File: src/rtl/mask_stream.sv
// mask_stream: per-channel bitwise mask (AND/OR/XOR/AND-NOT) on a valid/ready stream,
// one register stage into a DEPTH-entry output FIFO, with saturating transfer statistics.
// Optional MASK_STREAM_POPCOUNT_EN adds out_pop, the ones-count of out_data.
module mask_stream #(
    parameter int WIDTH    = 16,
    parameter int CHANNELS = 4,
    parameter int DEPTH    = 4,
    localparam int CW      = (CHANNELS > 1) ? $clog2(CHANNELS) : 1
) (
    input  logic             clk,
    input  logic             rst,
    input  logic             cfg_we,
    input  logic [CW-1:0]    cfg_addr,
    input  logic [WIDTH-1:0] cfg_data,
    input  logic             in_valid,
    output logic             in_ready,
    input  logic [WIDTH-1:0] in_data,
    input  logic [CW-1:0]    in_ch,
    input  logic [1:0]       in_mode,
    output logic             out_valid,
    input  logic             out_ready,
    output logic [WIDTH-1:0] out_data,
    output logic [CW-1:0]    out_ch,
    output logic             out_zero,
    input  logic             cnt_clr,
    output logic [31:0]      count_xfer,
    output logic [31:0]      count_zero,
`ifdef MASK_STREAM_POPCOUNT_EN
    output logic [$clog2(WIDTH+1)-1:0] out_pop,
`endif
    output logic             err_ch
);

    localparam int AW   = $clog2(DEPTH);
    localparam int CNTW = AW + 1;
`ifdef MASK_STREAM_POPCOUNT_EN
    localparam int PW   = $clog2(WIDTH + 1);
`endif

    function automatic logic ch_in_range(input logic [CW-1:0] ch);
        return ({{(32-CW){1'b0}}, ch} < 32'(CHANNELS));
    endfunction

    function automatic logic [WIDTH-1:0] apply_mask(input logic [WIDTH-1:0] d,
                                                     input logic [WIDTH-1:0] m,
                                                     input logic [1:0]       mode);
        logic [WIDTH-1:0] r;
        case (mode)
            2'd0:    r = d & m;
            2'd1:    r = d | m;
            2'd2:    r = d ^ m;
            default: r = d & ~m;
        endcase
        return r;
    endfunction

`ifdef MASK_STREAM_POPCOUNT_EN
    function automatic logic [PW-1:0] popcount(input logic [WIDTH-1:0] v);
        logic [PW-1:0] n;
        n = {PW{1'b0}};
        for (int i = 0; i < WIDTH; i++) begin
            n = n + PW'(v[i]);
        end
        return n;
    endfunction
`endif

    logic [WIDTH-1:0] mask_q [CHANNELS];
    logic [WIDTH-1:0] mask_d [CHANNELS];

    logic             s1_valid_q, s1_valid_d;
    logic [WIDTH-1:0] s1_data_q,  s1_data_d;
    logic [CW-1:0]    s1_ch_q,    s1_ch_d;
    logic             s1_zero_q,  s1_zero_d;

    logic [WIDTH-1:0] mem_data_q [DEPTH];
    logic [WIDTH-1:0] mem_data_d [DEPTH];
    logic [CW-1:0]    mem_ch_q   [DEPTH];
    logic [CW-1:0]    mem_ch_d   [DEPTH];
    logic             mem_zero_q [DEPTH];
    logic             mem_zero_d [DEPTH];
    logic [AW-1:0]    wr_ptr_q, wr_ptr_d;
    logic [AW-1:0]    rd_ptr_q, rd_ptr_d;
    logic [CNTW-1:0]  count_q,  count_d;

    logic [31:0]      count_xfer_q, count_xfer_d;
    logic [31:0]      count_zero_q, count_zero_d;
    logic             err_ch_q,     err_ch_d;

`ifdef MASK_STREAM_POPCOUNT_EN
    logic [PW-1:0]    s1_pop_q, s1_pop_d;
    logic [PW-1:0]    mem_pop_q [DEPTH];
    logic [PW-1:0]    mem_pop_d [DEPTH];
`endif

    logic             accept_s;
    logic             ch_ok_s;
    logic [WIDTH-1:0] mask_sel_s;
    logic [WIDTH-1:0] result_s;
    logic             push_s;
    logic             pop_s;

    // Space check counts the word already in stage 1, so every stage-1 word has a FIFO slot.
    assign in_ready  = ({1'b0, count_q} + {{CNTW{1'b0}}, s1_valid_q}) < (CNTW+1)'(DEPTH);
    assign out_valid = (count_q != {CNTW{1'b0}});
    assign out_data  = mem_data_q[rd_ptr_q];
    assign out_ch    = mem_ch_q[rd_ptr_q];
    assign out_zero  = mem_zero_q[rd_ptr_q];
`ifdef MASK_STREAM_POPCOUNT_EN
    assign out_pop   = mem_pop_q[rd_ptr_q];
`endif
    assign count_xfer = count_xfer_q;
    assign count_zero = count_zero_q;
    assign err_ch     = err_ch_q;

    // Mask bank update; out-of-range addresses are dropped.
    always_comb begin
        mask_d = mask_q;
        if (cfg_we && ch_in_range(cfg_addr)) begin
            mask_d[cfg_addr] = cfg_data;
        end else begin
            mask_d = mask_q;
        end
    end

    // Stage 1: mask reads the pre-write bank value, so a same-edge write affects only later words.
    always_comb begin
        accept_s   = in_valid && in_ready;
        ch_ok_s    = ch_in_range(in_ch);
        mask_sel_s = ch_ok_s ? mask_q[in_ch] : {WIDTH{1'b1}};
        result_s   = apply_mask(in_data, mask_sel_s, in_mode);
        s1_valid_d = accept_s;
        s1_data_d  = s1_data_q;
        s1_ch_d    = s1_ch_q;
        s1_zero_d  = s1_zero_q;
`ifdef MASK_STREAM_POPCOUNT_EN
        s1_pop_d   = s1_pop_q;
`endif
        if (accept_s) begin
            s1_data_d = result_s;
            s1_ch_d   = in_ch;
            s1_zero_d = (result_s == {WIDTH{1'b0}});
`ifdef MASK_STREAM_POPCOUNT_EN
            s1_pop_d  = popcount(result_s);
`endif
        end else begin
            s1_data_d = s1_data_q;
        end
        err_ch_d = err_ch_q | (accept_s & ~ch_ok_s);
    end

    // Output FIFO: stage 1 always pushes the edge after it loads; head pops on transfer.
    always_comb begin
        push_s     = s1_valid_q;
        pop_s      = out_valid && out_ready;
        mem_data_d = mem_data_q;
        mem_ch_d   = mem_ch_q;
        mem_zero_d = mem_zero_q;
`ifdef MASK_STREAM_POPCOUNT_EN
        mem_pop_d  = mem_pop_q;
`endif
        wr_ptr_d   = wr_ptr_q;
        rd_ptr_d   = rd_ptr_q;
        if (push_s) begin
            mem_data_d[wr_ptr_q] = s1_data_q;
            mem_ch_d[wr_ptr_q]   = s1_ch_q;
            mem_zero_d[wr_ptr_q] = s1_zero_q;
`ifdef MASK_STREAM_POPCOUNT_EN
            mem_pop_d[wr_ptr_q]  = s1_pop_q;
`endif
            wr_ptr_d = wr_ptr_q + AW'(1'b1);
        end else begin
            wr_ptr_d = wr_ptr_q;
        end
        if (pop_s) begin
            rd_ptr_d = rd_ptr_q + AW'(1'b1);
        end else begin
            rd_ptr_d = rd_ptr_q;
        end
        case ({push_s, pop_s})
            2'b10:   count_d = count_q + CNTW'(1'b1);
            2'b01:   count_d = count_q - CNTW'(1'b1);
            default: count_d = count_q;
        endcase
    end

    // Saturating statistics; clear wins over a same-edge increment.
    always_comb begin
        count_xfer_d = count_xfer_q;
        count_zero_d = count_zero_q;
        if (cnt_clr) begin
            count_xfer_d = 32'd0;
            count_zero_d = 32'd0;
        end else if (pop_s) begin
            if (count_xfer_q != {32{1'b1}}) begin
                count_xfer_d = count_xfer_q + 32'd1;
            end else begin
                count_xfer_d = count_xfer_q;
            end
            if (out_zero && (count_zero_q != {32{1'b1}})) begin
                count_zero_d = count_zero_q + 32'd1;
            end else begin
                count_zero_d = count_zero_q;
            end
        end else begin
            count_xfer_d = count_xfer_q;
        end
    end

    // State registers; storage is cleared too so out_data is never X.
    always_ff @(posedge clk or posedge rst) begin
        if (rst) begin
            mask_q       <= '{default: {WIDTH{1'b1}}};
            s1_valid_q   <= 1'b0;
            s1_data_q    <= {WIDTH{1'b0}};
            s1_ch_q      <= {CW{1'b0}};
            s1_zero_q    <= 1'b0;
            mem_data_q   <= '{default: {WIDTH{1'b0}}};
            mem_ch_q     <= '{default: {CW{1'b0}}};
            mem_zero_q   <= '{default: 1'b0};
            wr_ptr_q     <= {AW{1'b0}};
            rd_ptr_q     <= {AW{1'b0}};
            count_q      <= {CNTW{1'b0}};
            count_xfer_q <= 32'd0;
            count_zero_q <= 32'd0;
            err_ch_q     <= 1'b0;
`ifdef MASK_STREAM_POPCOUNT_EN
            s1_pop_q     <= {PW{1'b0}};
            mem_pop_q    <= '{default: {PW{1'b0}}};
`endif
        end else begin
            mask_q       <= mask_d;
            s1_valid_q   <= s1_valid_d;
            s1_data_q    <= s1_data_d;
            s1_ch_q      <= s1_ch_d;
            s1_zero_q    <= s1_zero_d;
            mem_data_q   <= mem_data_d;
            mem_ch_q     <= mem_ch_d;
            mem_zero_q   <= mem_zero_d;
            wr_ptr_q     <= wr_ptr_d;
            rd_ptr_q     <= rd_ptr_d;
            count_q      <= count_d;
            count_xfer_q <= count_xfer_d;
            count_zero_q <= count_zero_d;
            err_ch_q     <= err_ch_d;
`ifdef MASK_STREAM_POPCOUNT_EN
            s1_pop_q     <= s1_pop_d;
            mem_pop_q    <= mem_pop_d;
`endif
        end
    end

endmodule

File: config.mk
export PLATFORM = sky130hd
export DESIGN_NAME = mask_stream
export DESIGN_NICKNAME = d
export VERILOG_FILES = /design/src/rtl/mask_stream.sv
export SDC_FILE = /design/constraint.sdc
export NUM_CORES = 1
export LEC_CHECK = 0
export CAP_MARGIN = 20
export CORE_MARGIN = 2
export CORE_UTILIZATION = 57
export CTS_CLUSTER_DIAMETER = 60
export CTS_CLUSTER_SIZE = 28
export DETAILED_ROUTE_END_ITERATION = 6
export PLACE_DENSITY_LB_ADDON = 0.1
export SYNTH_ARGS = -nofsm -noshare
export SYNTH_HDL_FRONTEND = slang
export SYNTH_SLANG_ARGS = --single-unit
File: constraint.sdc
create_clock -name clk -period 8.95 [get_ports clk]
set_input_delay 1.79 -clock clk [delete_from_list [all_inputs] [get_ports clk]]
set_output_delay 1.79 -clock clk [all_outputs]
set_load 0.005 [all_outputs]
==> results of run 1 <==
==> logic make-up (layout without fill, tap and decap cells) <==
| family | after synthesis | in the layout | synth area share (%) |
|---|---|---|---|
| compound gates | 86 | 86 | 4.61 |
| xor+xnor | 73 | 73 | 5.50 |
| fa+ha+maj | 27 | 27 | 2.97 |
| buf+inv | 93 | 218 | 3.45 |
| flops | 231 | 231 | 50.5 |
| mux | 182 | 182 | 21.0 |
| other cells | 1 | 1 | 0.0323 |
| simple gates | 259 | 259 | 12.0 |
==> cell usage in the layout (no fill, tap or decap), drive strengths merged, types with 34 or more instances in the layout <==
cell type,Yosys,routed
mux2,145,145
mux4,35,35
clkdlybuf4s50,0,127
inv,50,55
dfrtp,167,167
xnor2,47,47
dfstp,64,64
nand2,61,61
nor2,64,64
o21ai,34,34
==> state kept, by name (all words and copies together), names as in the netlist, 2 cells and up <==
name	count
mem_ch_q	8
rd_ptr_q	2
mem_data_q	64
wr_ptr_q	2
count_xfer	32
s1_data_q	16
mask_q	64
s1_ch_q	2
count_q	3
count_zero	32
mem_zero_q	4
==> Yosys cell counts (17+ instances only) <==
cell type | count | area share [%]
dfrtp_1 | 167 | 36
mux2_2 | 145 | 14
dfstp_2 | 64 | 14
nor2_1 | 63 | 2.0
nand2_1 | 61 | 2.0
inv_1 | 50 | 1.6
xnor2_1 | 47 | 3.5
mux4_2 | 35 | 6.8
o21ai_0 | 33 | 1.4
a21oi_1 | 27 | 1.2
clkbuf_1 | 27 | 0.87
ha_1 | 26 | 2.8
xor2_1 | 26 | 2.0
nand3_1 | 24 | 1.0
nor3_1 | 21 | 0.90
nand4_1 | 17 | 0.92
==> power by group through the flow <==
stage,Combinational (mW),Clock [mW],Sequential [mW]
6_report,0.904,0.887,1.54
5_1_grt,0.995,0.945,1.58
4_1_cts,0.920,0.908,1.54
3_5_place_dp,0.915,0,1.56
3_3_place_gp,0.891,0,1.55
2_1_floorplan,0.650,0,1.47
==> worst max path at each step <==
stage,cells after the start,start,slack (ns),to
finish,10,in_ch[1],4.40,s1_zero_q$_DFFE_PP0P_
floorplan,1,rst,0.93,count_q[0]$_DFFE_PP0P_
detailed placement,10,in_ch[0],3.77,s1_zero_q$_DFFE_PP0P_
CTS,10,in_ch[0],4.29,s1_zero_q$_DFFE_PP0P_
global placement,10,in_ch[0],3.90,s1_zero_q$_DFFE_PP0P_
global route,10,in_ch[1],4.19,s1_zero_q$_DFFE_PP0P_
==> critical path, delay by kind of cell <==
kind / cells / cell delay (ns)
AOI/OAI and AO/OA: 3 / 0.49
adders and majority gates: 1 / 0.22
muxes: 1 / 0.63
buffers and inverters: 2 / 1.23
and+or+nand+nor: 3 / 0.59
==> per-layer routing <==
layer / routed length (um) / track usage (%) / vias up
met5: 0 / 0 / -
met4: 350 / 4.27 / 0
met3: 773 / 3.04 / 28
met2: 11500 / 36.8 / 134
met1: 11400 / 33.5 / 3910
li1: - / - / 3607
==> stage by stage <==
step           power (mW)  setup slack, ns  std cells
3_5_place_dp         2.47             3.77       1314
2_1_floorplan        2.12            0.933        952
5_1_grt              3.52             4.19       1347
3_3_place_gp         2.44             3.90       1314
4_1_cts              3.37             4.29       1346
6_report             3.33             4.40       1347
==> area by class of cell <==
cell class,instances,area [sq um],share of cell area [%]
flip-flops and latches,231,5860,42.6
multi-input cells,628,5370,39.0
repair buffers,135,1350,9.80
clock buffers,20,468,3.40
well taps,270,338,2.45
inverters,51,199,1.45
clock inverters,12,188,1.36
==> results by group, run 1 <==
Hold path
  – Hold Path Origin: mem_data_q[23]$_DFFE_PP0P_
  – Hold WC Path Type: flip-flop to flip-flop
  – Worst Hold Path EP: mem_data_q[23]$_DFFE_PP0P_
  – Hold depth: 1

Pwr
  – Sw Share: 28.6%
  – VDD IR-drop max: 188 uV
  – Net Sw Power: 954 uW
  – LEAKAGE: 5.76 nW
  – Logic gate share of total power: 27.1%
  – Pwr Density: 242 nW/um^2
  – Seq pwr share: 46.3%
  – P_int: 2.38 mW
  – Clock power frac: 26.6%

Worst setup path
  – Worst EP arrival: 4.96 ns
  – Path depth of the worst reg2reg path: 6
  – Reg2reg start: rd_ptr_q[1]$_DFFE_PP0P_
  – Max stage delay on crit path: 1.16 ns
  – Slowest cell on the critical path: clkdlybuf4s50_1
  – Reg-to-reg setup timing slack: 6.17 ns
  – Worst setup EP type: flip-flop
  – Worst-path cell chain: clkdlybuf4s50_1 -> mux4_2 -> inv_1 -> ha_1 -> nand2_1 -> a21oi_1 -> a31oi_1 -> nand4_1 -> or3_1 -> o31ai_1
  – Setup Crit Path Kind: input pin to flip-flop
  – FF-to-FF End: count_zero[29]$_DFFE_PP0P_
  – CP Data Required Time: 9.36 ns
  – CP Launch Type: input pin
  – CP max FO: 17

Global route
  – Vias in the first global route: 7,814
  – Global-route wire length before repair: 40,100 um
  – Gr ovfl total: 0
  – Maximum number of pins on one net before global-route repair: 101
  – Initial antenna violation count: 0
  – Tot GR Track Use: 22.7%

Floorplanning
  – Die width: 147 um
  – Row count: 52
  – Starting Density: 57.8%
  – Die area: 21,500 sq um
  – Die H: 147 um
  – Core area: 20,100 sq um
  – I/O pins: 130

Timing
  – Final Critical Period: 4.55 ns
  – Period utilisation layout: 50.8%
  – Max_slew headroom: 29.6%
  – Clock skew: 0.0272 ns
  – WHS: 0.503 ns
  – Hold Fails Final Rpt: 0
  – Fmax: 220 MHz
  – Slew @ Worst Pin: 1.05 ns
  – Setup TNS: 0 ns
  – # setup viols final: 0
  – RSZ-0062 raised after global routing: false
  – Pins Over Slew Limit: 0

Routing
  – Routed WL per cell: 17.8 um
  – Routed vias/inst: 5.70
  – Post-Route WL: 24,000 um
  – TritonRoute pass-1 iters: 4
  – Via count: 7,679
  – DRC: 0
  – Iteration-0 DRC count of the detailed router: 370
  – Post-DRT Antenna Nets: 0

Clock network
  – CTS tree: built
  – Clk root buf: clkbuf_16
  – Postcts setup bufs: 0
  – Max clock buf depth: 3
  – Clk_lat worst skew: 0.51 ns
  – # hold bufs at CTS: 0
  – Post-cts sizing count: 0
  – CTS H-tree depth: 1
  – CTS Buf Count: 18
  – Clock Sinks: 231
  – Reg clk slew, reported paths: 0.07 ns

Layout
  – Filler instances: 1,504
  – Final core occ: 68.5%
  – Antenna Cells: 0
  – Synth-to-layout area growth: 18.5%
  – Share of layout cells above drive strength 1: 27.9%
  – Fin nets: 1,136
  – Cell area after layout: 13,800 sq um

Logic synthesis
  – Cell Area, Synth: 11,600 sq um
  – Mapped Cells: 952
  – Sequential area share after synthesis: 50.5%
  – Async S/R FF share, synth: 100%
  – Post-synth cell types: 59
  – Syn Nets: 1,023
  – Synthesized area per cell: 12.2 sq um
  – Post-synth EDFFs: 0
  – Synthesized flop and latch total: 231
  – Yosys warning total: 0
  – Ys flop type: dfrtp_1

Place
  – PortBufs: 128
  – Dpl cell area: 13,100 sq um
  – Post-DP HPWL: 15,800 um
  – Routability cong.: 0.789

Job
  – Max-cap violations: 0

Outcome
  – Status: finished clean
(Power assumes the default switching activity.)
==> run 2, diff against run 1 <==
--- a/config.mk
+++ b/config.mk
@@ -7,7 +7,7 @@
 export LEC_CHECK = 0
 export CAP_MARGIN = 20
 export CORE_MARGIN = 2
-export CORE_UTILIZATION = 57
+export CORE_UTILIZATION = 51
 export CTS_CLUSTER_DIAMETER = 60
 export CTS_CLUSTER_SIZE = 28
 export DETAILED_ROUTE_END_ITERATION = 6
==> constraint.sdc (replaced) <==
create_clock -name clk -period 4.02 [get_ports clk]
set_input_delay 0.804 -clock clk [delete_from_list [all_inputs] [get_ports clk]]
set_output_delay 0.804 -clock clk [all_outputs]
set_load 0.005 [all_outputs]
==> run 2 against run 1 <==
Net effect: global-route usage decreased by 1.8 points; sequential share of layout area decreased by 0.42 points; non-clock buffer count increased by 8; via count decreased by 0.47%; cell count increased by 2.1%; clock power increased by 130%; largest cell class unchanged; highest routed layer unchanged.
==> results by group, run 2 (synthesis results as in run 1) <==
Clock network
  – Max clock buf depth: 3 (unchanged)
  – Clk_lat worst skew: 0.51 ns (about the same)
  – CTS Buf Count: 21 (+3)
  – # hold bufs at CTS: 0 (unchanged)
  – CTS H-tree depth: 1 (unchanged)
  – Clk root buf: clkbuf_16
  – CTS tree: built
  – Reg clk slew, reported paths: 0.08 ns (about the same)
  – Post-cts sizing count: 0 (unchanged)
  – Postcts setup bufs: 0 (unchanged)
  – Clock Sinks: 231 (unchanged)

Place
  – Post-DP HPWL: 16,800 um (+6.2%)
  – Routability cong.: 0.822 (+4.1%)
  – Dpl cell area: 13,200 sq um (+0.97%)
  – PortBufs: 128 (unchanged)

Global route
  – Global-route wire length before repair: 40,900 um (+2.0%)
  – Tot GR Track Use: 20.9% (-1.8 points)
  – Gr ovfl total: 0 (unchanged)
  – Maximum number of pins on one net before global-route repair: 84 (-17%)
  – Initial antenna violation count: 0 (unchanged)
  – Vias in the first global route: 7,746 (-0.87%)

Hold path
  – Hold WC Path Type: flip-flop to flip-flop
  – Hold depth: 1 (unchanged)
  – Worst Hold Path EP: mem_data_q[5]$_DFFE_PP0P_
  – Hold Path Origin: mem_data_q[5]$_DFFE_PP0P_

Routing
  – Routed vias/inst: 5.56 (-2.5%)
  – Routed WL per cell: 17.8 um (-0.16%)
  – Via count: 7,643 (-0.47%)
  – Iteration-0 DRC count of the detailed router: 421 (+14%)
  – Post-Route WL: 24,400 um (+1.9%)
  – DRC: 0 (unchanged)
  – TritonRoute pass-1 iters: 4 (unchanged)
  – Post-DRT Antenna Nets: 0 (unchanged)

Timing
  – Period utilisation layout: 83.3%
  – Setup TNS: 0 ns (unchanged)
  – Final Critical Period: 3.35 ns
  – Fmax: 299 MHz
  – Slew @ Worst Pin: 1.00 ns (-0.0474 ns)
  – RSZ-0062 raised after global routing: false
  – Hold Fails Final Rpt: 0 (unchanged)
  – Clock skew: 0.0190 ns (-0.00814 ns)
  – Max_slew headroom: 32.8% (+3.2 points)
  – Pins Over Slew Limit: 0 (unchanged)
  – # setup viols final: 0 (unchanged)

Layout
  – Largest regs: mask_q x64, mem_data_q x64
  – Cell area after layout: 13,900 sq um (+1.0%)
  – Commonest cells after routing, fill and taps aside: 167 x dfrtp_1, 145 x mux2_2, 127 x clkdlybuf4s50_1
  – Most common cell after layout, fill and taps aside: dfrtp_1
  – Filler instances: 1,848 (+23%)
  – Share of layout cells above drive strength 1: 28.9% (+0.95 points)
  – Fin nets: 1,147 (+0.97%)
  – Final core occ: 61.8% (-6.7 points)
  – Synth-to-layout area growth: 19.7%
  – Antenna Cells: 0 (unchanged)

Job
  – Max-cap violations: 0 (unchanged)

Worst setup path
  – CP Data Required Time: 3.22 ns (-6.14 ns)
  – Reg-to-reg setup timing slack: 1.46 ns (-4.71 ns)
  – FF-to-FF End: count_zero[27]$_DFFE_PP0P_
  – Worst setup EP type: primary output
  – Reg2reg start: rd_ptr_q[0]$_DFFE_PP0P_
  – Setup Crit Path Kind: flip-flop to primary output
  – Worst EP arrival: 2.54 ns (-2.42 ns)
  – CP max FO: 12 (-5)
  – Path depth of the worst reg2reg path: 6 (unchanged)
  – CP Launch Type: flip-flop

Floorplanning
  – Row count: 55 (+5.8%)
  – Core area: 22,500 sq um (+12%)
  – I/O pins: 130 (unchanged)
  – Starting Density: 51.6% (-6.2 points)
  – Die area: 24,000 sq um (+11%)
  – Die H: 155 um (+5.6%)
  – Die width: 155 um (+5.6%)

Pwr
  – Pwr Density: 541 nW/um^2 (+120%)
  – LEAKAGE: 5.83 nW (+1.1%)
  – Tot Pwr: 7.52 mW (+130%)
  – VDD IR-drop max: 336 uV (+79%)

Outcome
  – Status: finished clean
-- run 2: changes by cell type in the layout (fill, tap and decap cells not counted), moves of 2 or more --
cell / delta
bufinv_16: -2
buf_4: +5
inv_6: -2
inv_8: +3
buf_12: +4
clkbuf_16: +3
clkinv_2: +3
clkinvlp_4: +2
-- run 2: final cells by class --
class	count	area, sq um	share of cell area (%)
sequential	231	5860	42.1
multi-input combinational	628	5360	38.5
timing repair buffer	143	1440	10.3
clock buffer	21	526	3.78
tap	285	357	2.56
inverter	51	195	1.40
clock inverter	16	170	1.22
-- run 2: power by group --
group	internal [mW]	leakage, nW	total [mW]	switching (mW)
logic	1.26	2.59	2.04	0.787
registers	2.99	2.90	3.43	0.437
clock network	1.07	0.344	2.04	0.974
total	5.32	5.83	7.52	2.20
-- run 2: critical path, cell delays in order, from the launching register on --
cell	delay (ns)
dfrtp_1	0.80
buf_12	0.24
mux4_2	0.53
clkdlybuf4s50_1	0.46
-- run 2: stage by stage --
step                      hold WS [ns]  setup slack [ns]  std cells
after floorplan                  0.474             0.246        952
after global placement           0.481             0.523       1338
after detailed placement         0.489             0.482       1338
after CTS                        0.505             0.610       1375
after global routing             0.515             0.511       1375
final                            0.502             0.671       1375
-- run 2: per-layer routing --
metal	routed length (um)	GRT usage, %	vias up
li1	-	-	3645
met1	11900	31.5	3833
met2	11200	32.7	130
met3	931	2.76	35
met4	406	4.37	0
met5	0	0	-
-- run 2: worst max path at each step --
| stage | end | startpoint | depth (start not counted) | slack (ns) |
|---|---|---|---|---|
| after floorplan | count_q[0]$_DFFE_PP0P_ | rst | 1 | 0.25 |
| after global placement | s1_zero_q$_DFFE_PP0P_ | in_ch[1] | 11 | 0.52 |
| after detailed placement | s1_zero_q$_DFFE_PP0P_ | in_ch[1] | 11 | 0.48 |
| after CTS | out_data[9] | rd_ptr_q[0]$_DFFE_PP0P_ | 3 | 0.61 |
| after global routing | out_data[11] | rd_ptr_q[0]$_DFFE_PP0P_ | 3 | 0.51 |
| final | out_data[10] | rd_ptr_q[0]$_DFFE_PP0P_ | 3 | 0.67 |
==> run 3, diff against run 2 <==
==> constraint.sdc (replaced) <==
create_clock -name clk -period 2.7 [get_ports clk]
set_input_delay 0.54 -clock clk [delete_from_list [all_inputs] [get_ports clk]]
set_output_delay 0.54 -clock clk [all_outputs]
set_load 0.005 [all_outputs]
==> run 3 against run 2 <==
Net effect: worst hold slack worse by 0.20 ns; sequential cell count unchanged; global-route usage up 0.43 points; clock-buffer cell count up 1; core utilization up 2.7 points; clock skew up 0.0057 ns; sequential power up 48%; via count up 3.2%; power up 54%.
==> results by group, run 3 (synthesis results as in run 1) <==
Routing
  – DRC: 0 (unchanged)
  – Routed WL per cell: 17.4 um (-1.9%)
  – TritonRoute pass-1 iters: 5 (+1)
  – Iteration-0 DRC count of the detailed router: 339 (-19%)
  – Post-Route WL: 25,100 um (+2.7%)
  – Post-DRT Antenna Nets: 0 (unchanged)
  – Via count: 7,889 (+3.2%)
  – Routed vias/inst: 5.48 (-1.4%)

Timing
  – Period utilisation layout: 98.7%
  – Slew @ Worst Pin: 0.569 ns (-0.436 ns)
  – Final Worst Setup Slack: 0.0357 ns (-0.636 ns)
  – # setup viols final: 0 (unchanged)
  – Pins Over Slew Limit: 0 (unchanged)
  – RSZ-0062 raised after global routing: true
  – Max_slew headroom: 62.0% (+29 points)
  – Final Critical Period: 2.66 ns
  – Hold Fails Final Rpt: 0 (unchanged)
  – Clock skew: 0.0247 ns (+0.00569 ns)
  – Fmax: 375 MHz

Place
  – Pre-CTS WS: -0.525 ns (-1.01 ns)
  – Routability cong.: 0.830 (+1.0%)
  – Post-DP HPWL: 17,400 um (+3.7%)
  – PortBufs: 128 (unchanged)

Layout
  – Area of the multi-input gates: 5360 sq um (about the same)
  – Largest regs: mask_q x64, mem_data_q x64
  – Synth-to-layout area growth: 25.0%
  – Reg area: 5860 sq um (about the same)
  – Commonest cells after routing, fill and taps aside: 166 x dfrtp_1, 145 x mux2_2, 115 x clkdlybuf4s50_1
  – Fin nets: 1,212 (+5.7%)
  – Share of layout cells above drive strength 1: 33.1% (+4.2 points)
  – Filler instances: 1,774 (-4.0%)
  – Antenna Cells: 0 (unchanged)
  – Most common cell after layout, fill and taps aside: dfrtp_1

Job
  – Max-cap violations: 0 (unchanged)

Worst setup path
  – FF-to-FF End: count_zero[7]$_DFFE_PP0P_
  – CP Launch Type: flip-flop
  – CP Data Required Time: 2.16 ns (-1.06 ns)
  – Path depth of the worst reg2reg path: 6 (unchanged)
  – Reg-to-reg setup timing slack: 0.39 ns (-1.07 ns)
  – Worst EP arrival: 2.12 ns (-0.42 ns)
  – CP max FO: 6 (-6)
  – Setup Crit Path Kind: flip-flop to primary output
  – Crit. Startpoint: rd_ptr_q[0]$_DFFE_PP0P_
  – Reg2reg start: count_zero[29]$_DFFE_PP0P_
  – Worst setup EP type: primary output

Global route
  – Vias in the first global route: 7,946 (+2.6%)
  – Maximum number of pins on one net before global-route repair: 61 (-27%)
  – Global-route wire length before repair: 41,800 um (+2.2%)
  – Initial antenna violation count: 0 (unchanged)
  – Gr ovfl total: 0 (unchanged)
  – Tot GR Track Use: 21.3% (+0.43 points)

Hold path
  – Hold depth: 2 (+1)
  – Hold WC Path Type: input pin to flip-flop
  – Hold Path Origin: cnt_clr
  – Worst Hold Path EP: count_xfer[4]$_DFFE_PP0P_

Pwr
  – LEAKAGE: 6.33 nW (+8.6%)
  – VDD IR-drop max: 513 uV (+53%)
  – Pwr Density: 796 nW/um^2 (+47%)
  – Tot Pwr: 11.6 mW (+54%)

Clock network
  – Reg clk slew, reported paths: 0.09 ns (about the same)
  – Clk root buf: clkbuf_16
  – # hold bufs at CTS: 0 (unchanged)
  – Max clock buf depth: 3 (unchanged)
  – CTS tree: built
  – CTS Buf Count: 21 (unchanged)
  – Clock Sinks: 231 (unchanged)
  – CTS H-tree depth: 1 (unchanged)
  – Clk_lat worst skew: 0.52 ns (about the same)

Floorplanning
  – Die width: 155 um (unchanged)
  – Starting Density: 51.6% (unchanged)
  – I/O pins: 130 (unchanged)
  – Row count: 55 (unchanged)
  – Die H: 155 um (unchanged)
  – Core area: 22,500 sq um (unchanged)
  – Die area: 24,000 sq um (unchanged)

Outcome
  – Status: finished clean
run 3: cell types whose count changed in the layout (fill, tap and decap cells not counted), sizes merged, moves of 2 or more:
cell	delta
clkdlybuf4s50	-12
clkinv	-2
buf	+64
dlymetal6s2s	+11
clkbuf	+2
run 3: worst max-delay path: stages, from the launching register on:
cell and delay [ns]:
dfrtp_2 0.43, buf_6 0.17, mux4_2 0.54, clkdlybuf4s50_1 0.46
run 3: stage by stage:
step	setup TNS (ns)	hold WS [ns]	cell area [sq um]	cells	utilization [%]
2_1_floorplan	-137.69	0.474	11600	952	-
3_3_place_gp	-1.54	0.482	13700	1399	60.7
3_5_place_dp	-1.98	0.488	13700	1399	60.7
4_1_cts	-0.347	0.283	14400	1436	64.1
5_1_grt	-0.0974	0.296	14500	1440	64.5
6_report	0	0.306	14500	1440	64.5
run 3: report_power, final:
part / internal, mW / total [mW] / switching [mW] / leakage (nW)
clock network: 1.61 / 3.21 / 1.60 / 0.359
registers: 4.46 / 5.06 / 0.604 / 2.90
logic: 2.02 / 3.29 / 1.27 / 3.07
run 3: what timing repair did:
| action | CTS | global route |
|---|---|---|
| resized for setup | 4 | 14 |
| pin swaps | 0 | 1 |
| buffers inserted | 0 | 3 |
| gates cloned | 0 | 1 |
| endpoints found under the setup margin | 19 | 19 |
run 3: worst max-delay path by stage:
stage,cells past startpoint,endpoint
floorplan,1,count_q[0]$_DFFE_PP0P_
global placement,11,s1_zero_q$_DFFE_PP0P_
detailed placement,11,s1_zero_q$_DFFE_PP0P_
CTS,3,out_data[0]
global route,3,out_ch[0]
finish,3,out_ch[0]
run 3: metal layers:
| layer | share of wire [%] | vias to the layer above | wire length [um] | track usage, % |
|---|---|---|---|---|
| met3 | 3.2 | 37 | 804 | 2.70 |
| met4 | 2.3 | 0 | 566 | 5.42 |
| li1 | - | 3782 | - | - |
| met5 | 0 | - | 0 | 0 |
| met2 | 46 | 145 | 11600 | 33.4 |
| met1 | 48 | 3925 | 12200 | 31.8 |
run 3: area by class of cell:
type | count | share of cell area (%)
Sequential cell | 231 | 40.4
Multi-Input combinational cell | 628 | 36.9
Timing Repair Buffer | 208 | 13.7
Clock buffer | 22 | 3.71
Tap cell | 285 | 2.46
Clock inverter | 15 | 1.49
Inverter | 51 | 1.34
